<file path="src/rtl/cpu_cg_pkg.sv">
// Shared types and bin-layout constants for the CPU instruction-stream coverage collector.
// The bitmap is packed low to high as instr, mode, resource, addr quadrant, then instr x mode cross.
package cpu_cg_pkg;

  typedef enum logic [2:0] {
    INSTR_NOP   = 3'd0,
    INSTR_LOAD  = 3'd1,
    INSTR_STORE = 3'd2,
    INSTR_ADD   = 3'd3,
    INSTR_SUB   = 3'd4,
    INSTR_AND   = 3'd5,
    INSTR_OR    = 3'd6,
    INSTR_JMP   = 3'd7
  } instr_e;

  typedef enum logic [1:0] {
    MODE_FETCH     = 2'd0,
    MODE_DECODE    = 2'd1,
    MODE_EXECUTE   = 2'd2,
    MODE_WRITEBACK = 2'd3
  } mode_e;

  typedef enum logic [1:0] {
    RES_REG = 2'd0,
    RES_MEM = 2'd1,
    RES_IO  = 2'd2,
    RES_ALU = 2'd3
  } resource_e;

  localparam int NUM_INSTR_BINS = 8;
  localparam int NUM_MODE_BINS  = 4;
  localparam int NUM_RES_BINS   = 4;
  localparam int NUM_ADDR_BINS  = 4;
  localparam int NUM_CROSS_BINS = 32;
  localparam int NUM_BINS       = NUM_INSTR_BINS + NUM_MODE_BINS + NUM_RES_BINS
                                + NUM_ADDR_BINS + NUM_CROSS_BINS;

  localparam int COUNT_W = 6;

  typedef logic [NUM_BINS-1:0] bitmap_t;

  // Exact floor(count*100/52); product fits in 13 bits for count <= 63.
  function automatic logic [7:0] pct_of(input logic [COUNT_W-1:0] count);
    logic [12:0] prod;
    logic [12:0] quot;
    prod = 13'(count) * 13'd100;
    quot = prod / 13'(NUM_BINS);
    return quot[7:0];
  endfunction

endpackage

</file>
<file path="src/rtl/cpu_cg_if.sv">
// Sampled CPU instruction-stream signals plus the coverage score returned by the collector.
interface cpu_cg_if;
  import cpu_cg_pkg::*;

  logic [15:0] addr;
  instr_e      instr;
  mode_e       mode;
  resource_e   resource;
  logic [15:0] data;

  modport master (output addr, output instr, output mode, output resource, input data);
  modport slave  (input addr, input instr, input mode, input resource, output data);

endinterface

</file>
<file path="src/rtl/cpu_cg_popcount.sv">
// Combinational population count of the coverage bitmap.
module cg_popcount
  import cpu_cg_pkg::*;
(
  input  bitmap_t            bits,
  output logic [COUNT_W-1:0] count
);

  always_comb begin
    count = '0;
    for (int i = 0; i < NUM_BINS; i++) begin
      count = count + COUNT_W'(bits[i]);
    end
  end

endmodule

</file>
<file path="src/rtl/cpu_cg.sv">
// Passive functional-coverage collector: sticky hit bitmap over five bin groups,
// reporting {covered count, percentage} one cycle after each sample.
module cpu_cg
  import cpu_cg_pkg::*;
(
  input logic       clk,
  input logic       rst,
  cpu_cg_if.slave   bus
);

  bitmap_t                bitmap_q;
  bitmap_t                bitmap_d;
  bitmap_t                hit;
  logic [COUNT_W-1:0]     count;
  logic [15:0]            data_q;

  logic [NUM_INSTR_BINS-1:0] instr_hit;
  logic [NUM_MODE_BINS-1:0]  mode_hit;
  logic [NUM_RES_BINS-1:0]   res_hit;
  logic [NUM_ADDR_BINS-1:0]  addr_hit;
  logic [NUM_CROSS_BINS-1:0] cross_hit;

  // One-hot per group; cross index is {instr, mode}.
  always_comb begin
    instr_hit = NUM_INSTR_BINS'(1) << bus.instr;
    mode_hit  = NUM_MODE_BINS'(1)  << bus.mode;
    res_hit   = NUM_RES_BINS'(1)   << bus.resource;
    addr_hit  = NUM_ADDR_BINS'(1)  << bus.addr[15:14];
    cross_hit = NUM_CROSS_BINS'(1) << {bus.instr, bus.mode};
    hit       = {cross_hit, addr_hit, res_hit, mode_hit, instr_hit};
    bitmap_d  = bitmap_q | hit;
  end

  cg_popcount u_popcount (
    .bits  (bitmap_d),
    .count (count)
  );

  always_ff @(posedge clk) begin
    if (rst) begin
      bitmap_q <= '0;
      data_q   <= '0;
    end else begin
      bitmap_q <= bitmap_d;
      data_q   <= {2'b00, count, pct_of(count)};
    end
  end

  assign bus.data = data_q;

endmodule

</file>
<file path="src/flat_wrapper.sv">
// flat-port wrapper written by rule: the top's interface ports become plain ports
module cpu_cg_flat import cpu_cg_pkg::*;
  (clk, rst, bus_addr, bus_instr, bus_mode, bus_resource, bus_data);
  cpu_cg_if bus_i ();
  input logic clk;
  input logic rst;
  input wire logic [$bits(bus_i.addr)-1:0] bus_addr;
  input wire logic [$bits(bus_i.instr)-1:0] bus_instr;
  input wire logic [$bits(bus_i.mode)-1:0] bus_mode;
  input wire logic [$bits(bus_i.resource)-1:0] bus_resource;
  output wire logic [$bits(bus_i.data)-1:0] bus_data;
  assign bus_i.addr = bus_addr;
  assign bus_i.instr = bus_instr;
  assign bus_i.mode = bus_mode;
  assign bus_i.resource = bus_resource;
  assign bus_data = bus_i.data;
  cpu_cg u_core (.clk(clk), .rst(rst), .bus(bus_i));
endmodule
</file>
<file path="config.mk">
export PLATFORM = sky130hd
export DESIGN_NAME = cpu_cg_flat
export DESIGN_NICKNAME = d
export VERILOG_FILES = /design/src/rtl/cpu_cg_pkg.sv /design/src/rtl/cpu_cg_if.sv /design/src/rtl/cpu_cg_popcount.sv /design/src/rtl/cpu_cg.sv /design/src/flat_wrapper.sv
export SDC_FILE = /design/constraint.sdc
export NUM_CORES = 1
export LEC_CHECK = 0
export BUFFER_PORTS_ARGS = -buffer_cell sky130_fd_sc_hd__buf_4
export CORE_MARGIN = 2
export CORE_UTILIZATION = 40
export DETAILED_ROUTE_END_ITERATION = 16
export SYNTH_ARGS = -nofsm -noshare
export SYNTH_HDL_FRONTEND = slang
export SYNTH_HIERARCHICAL = 1
export SYNTH_SLANG_ARGS = --single-unit
</file>
<file path="constraint.sdc">
create_clock -name clk -period 12.7 [get_ports clk]
set_clock_uncertainty 0.15 [all_clocks]
set_input_delay 0.635 -clock clk [delete_from_list [all_inputs] [get_ports clk]]
set_output_delay 0.635 -clock clk [all_outputs]
set_load 0.02 [all_outputs]
</file>
# Word-level counts from Yosys, hierarchy flattened
# Cells that the tools add are included.
totals:
  reg_bits: 68
  output_inout_bits: 16
op_classes:
  n_div: 1
  n_addsub: 51
  shifts: 5
  multipliers: 1
  bitwise_logic: 1
op_table:
  columns: ["op", "n"]
  rows:
  - ["adder 6 x 1 -> 6 bit", 46]
  - ["OR 52 bit", 1]
  - ["left shift 1 x 5 -> 32 bit (first input constant)", 1]
  - ["divider 13 x 6 -> 13 bit (second input constant)", 1]
  - ["left shift 1 x 2 -> 4 bit (first input constant)", 3]
  - ["multiplier 6 x 5 -> 11 bit (second input constant)", 1]
  - ["left shift 1 x 3 -> 8 bit (first input constant)", 1]
  - ["adder 5 x 1 -> 6 bit", 1]
  - ["adder 4 x 1 -> 5 bit", 1]
  - ["adder 3 x 1 -> 4 bit", 1]
  - ["adder 2 x 1 -> 3 bit", 1]
  - ["adder 1 x 1 -> 2 bit", 1]

# Depth between registers and ports, before layout
# Gate-level depths: netlist of run 1.
depth:
  ltp_word: 55
  ltp_mapped: 47
  ltp_nobuf: 43

# Cells and area by module
# Netlist of run 1, hierarchy kept.
modules_own_cells:
  columns: ["module", "cells_per_inst", "seq_area_each_um2", "area_per_inst_um2", "n_inst"]
  rows:
  - ["cpu_cg", 493, 1321.3, 4481.8, 1]
  - ["cg_popcount", 132, 0.0, 1312.5, 1]

# Worst setup path after synthesis of run 1
# No wires, ideal clock.
synth_timing:
  path_type: "input -> register"
  from: "in bus_instr[1]"
  to: "reg u_core.data_q[0] (netlist: u_core/bus.data[0])"
  stages: 41
  n_path_buf: 3
  setup_slack_ns: 0.763
  arrival_time_ns: 11.699
  path_cell_list: "nor3_1 -> or2_2 -> inv_1 -> fa_1 -> inv_1 -> fa_1 -> fa_1 -> fa_1 -> fa_1 -> fa_1 -> inv_1 -> fa_1 -> inv_1 -> ha_1 -> fa_1 -> xor2_1 -> inv_1 -> ha_1 -> [5 not listed] -> nand4_1 -> and3_1 -> buf_2 -> o21ai_1 -> o221a_2 -> buf_4 -> nor3_2 -> a211oi_1 -> o31a_2 -> o31a_1 -> and2_1 -> o2111a_2 -> nor2_4 -> mux2_4 -> or3_4 -> nor4b_4 -> mux2_1 -> o32ai_2"
synth_via:
  elab_chain_cells: 55
synth_lines:
  columns: ["item", "line", "text"]
  rows:
  - ["from (decl)", "flat_wrapper.sv:8", "input wire logic [$bits(bus_i.instr)-1:0] bus_instr;"]
  - ["left shift 1 x 3 -> 8 bit", "cpu_cg.sv:25", "instr_hit = NUM_INSTR_BINS'(1) << bus.instr;"]
  - ["OR 52 bit", "cpu_cg.sv:31", "bitmap_d = bitmap_q | hit;"]
  - ["net u_core.bitmap_d[0]", "cpu_cg.sv:12", "bitmap_t bitmap_d;"]
  - ["adder 1 x 1 -> 2 bit", "cpu_cg_popcount.sv:12", "count = count + COUNT_W'(bits[i]);"]
  - ["adder 2 x 1 -> 3 bit", "cpu_cg_popcount.sv:12", null]
  - ["adder 3 x 1 -> 4 bit", "cpu_cg_popcount.sv:12", null]
  - ["adder 4 x 1 -> 5 bit", "cpu_cg_popcount.sv:12", null]
  - ["adder 5 x 1 -> 6 bit", "cpu_cg_popcount.sv:12", null]
  - ["adder 6 x 1 -> 6 bit (46 in a row)", "cpu_cg_popcount.sv:12", null]
  - ["net u_core.count[2]", "cpu_cg.sv:14", "logic [COUNT_W-1:0] count;"]
  - ["multiplier 6 x 5 -> 11 bit", "cpu_cg_pkg.sv:46", "prod = 13'(count) * 13'd100;"]
  - ["divider 13 x 6 -> 13 bit", "cpu_cg_pkg.sv:47", "quot = prod / 13'(NUM_BINS);"]
  - ["to (signal assigned)", "cpu_cg.sv:45", "data_q <= {2'b00, count, pct_of(count)};"]
  - ["to (decl)", "cpu_cg.sv:15", "logic [15:0] data_q;"]
# The timed path passes the listed nets, and every way through them passes these cells.
# A chain may end at the register's enable or synchronous reset.

# Worst setup path after layout of run 1
layout_timing:
  from: "in bus_instr[1]"
  to: "reg u_core.data_q[0] (netlist: u_core/bus.data[0])"
layout_lines:
  columns: ["item", "line"]
  rows:
  - ["left shift 1 x 3 -> 8 bit", "cpu_cg.sv:25"]
  - ["OR 52 bit", "cpu_cg.sv:31"]
  - ["net u_core.bitmap_d[3]", "cpu_cg.sv:12"]
  - ["adder 3 x 1 -> 4 bit", "cpu_cg_popcount.sv:12"]
  - ["adder 4 x 1 -> 5 bit", "cpu_cg_popcount.sv:12"]
  - ["adder 5 x 1 -> 6 bit", "cpu_cg_popcount.sv:12"]
  - ["adder 6 x 1 -> 6 bit (46 in a row)", "cpu_cg_popcount.sv:12"]
  - ["net u_core.count[2]", "cpu_cg.sv:14"]
  - ["multiplier 6 x 5 -> 11 bit", "cpu_cg_pkg.sv:46"]
  - ["divider 13 x 6 -> 13 bit", "cpu_cg_pkg.sv:47"]
# The timed path passes the listed nets, and every way through them passes these cells.

==> out/metrics.yaml, run 1 <==
outcome: "completed"
core.rowCount: 43
syn_avg_cell_area_um2: 9.27
ios: 41
io_buffer_count: 24
synthFlopType: "sky130_fd_sc_hd__dfxtp_1"
clockBufferDepth: 2
maxClockFrequency_mhz: 82.0
synth.yosys.seq_area_share_pct: 22.8
drtAntennaViolNets: 0
drive_above_1_share_pct: 25.8
clk_pin_slew_worst_paths_ps: 60
seqCellArea_mm2: 0.00132
hold_path_depth: 2
core_mm2: 0.0140
synth.distinct_cells: 92
drv_cap: 0
grt_antenna_before_repair: 0
worstPathMaxFanout: 13
overall_die_width_um: 124
postSynthCellCount: 625
cts_inserted_buffers: 9
gpl.final_weighted_congestion: 0.924
vias: 4642
drc_errors: 0
globalRouteTotalUtil_pct: 18.4
grt_first_pass_wirelength_um: 23400
mappedNetlistArea_mm2: 0.00579
min-delay-path-class: "register to register"
clk_latency_ps: 340
yosysWarningCount: 6
place.detailed.hpwl_um: 10600
via_per_inst: 5.20
endpoint_arrival_time_on_the_critical_path_ps: 12270
worst_path_max_delay_cell: "sky130_fd_sc_hd__fa_1"
setup_viol_count_final: 0
ctsRootBufferMaster: "sky130_fd_sc_hd__clkbuf_16"
cts_tree: "yes"
globalRouteOverflowTotal: 0
postSynth.asyncResetShare_pct: 0
postLayoutCoreUtil_pct: 50.1
totalNegativeSetupSlack_ps: 0
grt_start_max_net_pins: 54
antenna_cells_inserted: 0
period_share_pct: 96.0
timing.critical_path.slowest_cell_delay_ps: 580
critPathCaptureType: "register"
area_occupied_by_multi_input_gates_mm2: 0.00410
worstPathRequired_ps: 12780
cts_hold_repair.buffers: 0
synth-edff-count: 0
nets: 811
drtIter0Drc: 302
hold_violation_count_in_the_final_report: 0
route.detailed.wl_per_inst_um: 15.3
timing.final.max_slew_violations: 0
postSynthRegisterBits: 66
timing.final.crit_period_ps: 12190
detailedRoute.firstPassIterationCount: 4
hold_slack_ps: 382
grt_pass1_vias: 4869
h-tree-depth: 3
die-area_mm2: 0.0155
num-fill-cells: 1346
die_height_um: 124
route.final.wire_length_um: 13700
criticalPathCategory: "input port to register"
worstRegToRegCells: 38
worst_setup_path_start_kind: "input port"
syn_to_final_growth_pct: 21.1
clock_sinks: 66
floorplan.initialDensity_pct: 41.4
crit_path_frequent_cell: "sky130_fd_sc_hd__fa_1"
==> cell usage after synthesis, types with 4 or more instances <==
master | number | area (um2)
sky130_fd_sc_hd__a211oi_1 | 7 | 52.6
sky130_fd_sc_hd__a21o_1 | 42 | 315
sky130_fd_sc_hd__a21oi_1 | 14 | 70.1
sky130_fd_sc_hd__and2_1 | 56 | 350
sky130_fd_sc_hd__and3_1 | 4 | 25.0
sky130_fd_sc_hd__buf_4 | 6 | 45.0
sky130_fd_sc_hd__clkbuf_1 | 12 | 45.0
sky130_fd_sc_hd__dfxtp_1 | 66 | 1320
sky130_fd_sc_hd__fa_1 | 44 | 881
sky130_fd_sc_hd__ha_1 | 35 | 438
sky130_fd_sc_hd__inv_1 | 81 | 304
sky130_fd_sc_hd__mux2i_1 | 4 | 40.0
sky130_fd_sc_hd__nand2_1 | 13 | 48.8
sky130_fd_sc_hd__nand2b_1 | 5 | 31.3
sky130_fd_sc_hd__nand3_1 | 13 | 65.1
sky130_fd_sc_hd__nand4_1 | 6 | 37.5
sky130_fd_sc_hd__nor2_1 | 37 | 139
sky130_fd_sc_hd__nor2b_1 | 8 | 50.1
sky130_fd_sc_hd__nor3_1 | 11 | 55.1
sky130_fd_sc_hd__nor3b_1 | 6 | 45.0
sky130_fd_sc_hd__o211ai_1 | 6 | 45.0
sky130_fd_sc_hd__o21ai_0 | 12 | 60.1
sky130_fd_sc_hd__o21ai_1 | 5 | 25.0
sky130_fd_sc_hd__o21bai_1 | 4 | 30.0
sky130_fd_sc_hd__o22ai_1 | 5 | 31.3
sky130_fd_sc_hd__or2_2 | 13 | 81.3
sky130_fd_sc_hd__xnor2_1 | 7 | 61.3
==> routing by layer <==
| layer | wire length, um | vias to the layer above | global-route usage [%] |
|---|---|---|---|
| met2 | 7120 | 68 | 33.7 |
| met3 | 377 | 23 | 2.45 |
| met1 | 5950 | 2242 | 22.2 |
| met5 | 0 | - | 0 |
| li1 | - | 2309 | - |
| met4 | 239 | 0 | 5.68 |
==> repair_timing <==
item	4_1_cts	5_1_grt
setup buffers	0	1
resized for setup	0	16
endpoints found under the hold margin	0	0
setup endpoints to repair	0	1
==> worst max-delay path: cells and delay by family <==
kind | cells | cell delay, ps
adder cells (fa/ha/maj) | 13 | 5290
AO/OA/AOI/OAI | 8 | 2250
AND/OR/NAND/NOR | 8 | 1820
buffers and inverters | 10 | 1370
multiplexers | 2 | 660
XOR/XNOR | 1 | 220
==> state kept, by name, summed over array words and instances (netlist names) <==
name and count:
u_core/bus.data 14, u_core/bitmap_q 52
==> cell usage in the layout (no fill, tap or decap), drive strengths merged, types with 4 or more instances in the layout <==
cell type	synthesis	routed
buf	13	95
o211ai	7	7
nand3	14	14
nor2	40	40
xor2	6	6
xnor2	10	10
mux2i	4	4
nor3	13	13
nand2	13	13
or2	16	16
a31oi	4	4
a311oi	5	5
a21oi	17	17
o21ai	20	20
a211oi	8	8
clkbuf	12	9
and2	56	56
nand4	7	7
o22ai	6	6
dfxtp	66	66
ha	35	35
o21bai	4	4
and3	4	4
nand2b	5	5
inv	81	82
a21o	42	42
nor3b	6	6
nor2b	9	9
fa	44	44
==> final timing paths <==
kind / start / end / slack (ps)
max: bus_instr[1] / u_core/bus.data[0] / 510
min: u_core/bitmap_q[14] / u_core/bitmap_q[14] / 380
min reg2reg: u_core/bitmap_q[14] / u_core/bitmap_q[14] / 380
max reg2reg: u_core/bitmap_q[5] / u_core/bus.data[0] / 930
==> area by class of cell <==
class / instances / area share (%)
clock buffers: 9 / 3.21
flip-flops and latches: 66 / 18.8
repair buffers: 95 / 10.2
multi-input cells: 454 / 58.5
clock inverters: 7 / 1.78
inverters: 81 / 4.33
well taps: 180 / 3.21
==> logic make-up after synthesis <==
kind of cell / share of synthesized area (%)
adder cells (fa/ha/maj): 23.1
AND/OR/NAND/NOR: 20.1
multiplexers: 1.14
AO/OA/AOI/OAI: 21.9
other: 0.0647
flip-flops: 22.8
buffers and inverters: 7.71
XOR/XNOR: 3.20
==> per-stage QoR <==
stage	std cells	instance area (um2)	worst slack [ps]
5_1_grt	892	7010	-1.35
6_report	892	7010	511
4_1_cts	891	6940	285
2_1_floorplan	626	5800	763
3_3_place_gp	875	6590	160
3_5_place_dp	875	6590	-15.8
Power of run 1 is left out: the tool's default activity adds up to more than one toggle a clock period on the data nets, which glitch-free logic cannot reach.
==> run 2: changes to the inputs <==
--- a/config.mk
+++ b/config.mk
@@ -9,6 +9,8 @@
 export CORE_MARGIN = 2
 export CORE_UTILIZATION = 40
 export DETAILED_ROUTE_END_ITERATION = 16
+export PLACE_DENSITY = 0.59
+export REMOVE_ABC_BUFFERS = 1
 export SYNTH_ARGS = -nofsm -noshare
 export SYNTH_HDL_FRONTEND = slang
 export SYNTH_HIERARCHICAL = 1
==> out/metrics.yaml, run 2 (synthesis results as in run 1) <==
reg_with_most_ffs: "u_core/bitmap_q"
vias: 4585
nets: 812
totalNegativeSetupSlack_ps: 0
worst_path_max_delay_cell: "sky130_fd_sc_hd__fa_1"
floorplan.initialDensity_pct: 41.4
core.rowCount: 43
detailedRoute.firstPassIterationCount: 4
setup_viol_count_final: 0
cts_inserted_buffers: 9
outcome: "completed"
clk_pin_slew_worst_paths_ps: 50
grt_first_pass_wirelength_um: 22700
cts_tree: "yes"
grt_antenna_before_repair: 0
clk_latency_ps: 340
max_reg_flops: 52
most-common-layout-cells: "96 x sky130_fd_sc_hd__buf_4, 81 x sky130_fd_sc_hd__inv_1, 66 x sky130_fd_sc_hd__dfxtp_1, 56 x sky130_fd_sc_hd__and2_1, 44 x sky130_fd_sc_hd__fa_1"
worst_setup_path_start_kind: "input port"
globalRouteTotalUtil_pct: 17.9
timing.final.max_slew_violations: 0
criticalPathCategory: "input port to register"
timing.final.crit_period_ps: 12170
grt_setup_unrepaired: "no"
syn_to_final_growth_pct: 19.8
max-slew-margin-rel_pct: 18.1
cts_hold_repair.buffers: 0
core_mm2: 0.0140
drtAntennaViolNets: 0
maxClockFrequency_mhz: 82.1
globalRouteOverflowTotal: 0
clock_sinks: 66
place.detailed.hpwl_um: 10400
clockBufferDepth: 2
via_per_inst: 5.13
antenna_cells_inserted: 0
timing.critical_path.slowest_cell_delay_ps: 530
route.final.wire_length_um: 13300
die-area_mm2: 0.0155
drv_cap: 0
gpl.final_weighted_congestion: 0.850
overall_die_width_um: 124
ctsRootBufferMaster: "sky130_fd_sc_hd__clkbuf_16"
min-delay-path-class: "register to register"
critical_path.n_buffers_inverters: 8
route.detailed.wl_per_inst_um: 14.9
die_height_um: 124
endpoint_arrival_time_on_the_critical_path_ps: 12260
drc_errors: 0
worstPathRequired_ps: 12790
timing.critical_path.max_delay_family: "adder cells"
h-tree-depth: 3
critPathCaptureType: "register"
grt_start_max_net_pins: 54
crit_path_frequent_cell: "sky130_fd_sc_hd__fa_1"
drtIter0Drc: 198
grt_pass1_vias: 4647
io_buffer_count: 24
most_frequent_standard_cell_in_the_layout_excluding_fill_and_tap_cells: "sky130_fd_sc_hd__buf_4"
worst-slew-pin-transition_ps: 1230
worstPathMaxFanout: 8
period_share_pct: 95.9
ios: 41
hold_violation_count_in_the_final_report: 0
drive_above_1_share_pct: 24.4
-- run 2: area by class of cell --
cell class / instances / area (um2)
clock buffers: 10 / 239
clock inverters: 6 / 90.1
fillers: 1306 / 7050
inverters: 81 / 304
multi-input cells: 454 / 4040
flip-flops and latches: 66 / 1320
well taps: 180 / 225
repair buffers: 96 / 721
-- run 2: worst min-delay path, cell delays in order, from the launching register on --
cell and delay, ps:
sky130_fd_sc_hd__dfxtp_1 300, sky130_fd_sc_hd__a21o_1 90, sky130_fd_sc_hd__and2_1 110
-- run 2: metal layers --
layer / vias to the layer above / global-route usage [%] / routed length [um]
met2: 55 / 27.1 / 5950
met4: 0 / 5.22 / 167
met5: - / 0 / 0
met3: 10 / 3.48 / 390
li1: 2312 / - / -
met1: 2208 / 25.8 / 6840
-- run 2: through the flow --
step / hold slack [ps] / util, % / cell area (um2) / setup slack, ps / std cells
6_report: 385 / 49.6 / 6940 / 525 / 893
3_5_place_dp: 373 / 47.2 / 6600 / 165 / 877
3_3_place_gp: 364 / 47.2 / 6600 / 310 / 877
4_1_cts: 388 / 49.5 / 6930 / 437 / 893
5_1_grt: 414 / 49.6 / 6940 / 3.66 / 893
2_1_floorplan: 354 / - / 5660 / 304 / 601
-- run 2: worst paths after layout --
| path | endpoint | start | slack, ps | cells after the start |
|---|---|---|---|---|
| worst max-delay path | u_core/bus.data[0] | bus_instr[2] | 530 | 43 |
| worst max register to register | u_core/bus.data[0] | u_core/bitmap_q[5] | 1060 | 39 |
| worst min-delay path | u_core/bitmap_q[38] | u_core/bitmap_q[38] | 380 | 2 |
| worst min register to register | u_core/bitmap_q[38] | u_core/bitmap_q[38] | 380 | 2 |
-- run 2: what timing repair did --
| action | in CTS | in global routing |
|---|---|---|
| gates resized for setup | 0 | 2 |
| buffers inserted | 0 | 0 |
| endpoints found under the setup margin | 0 | 1 |
Power of run 2 is left out for the same reason.
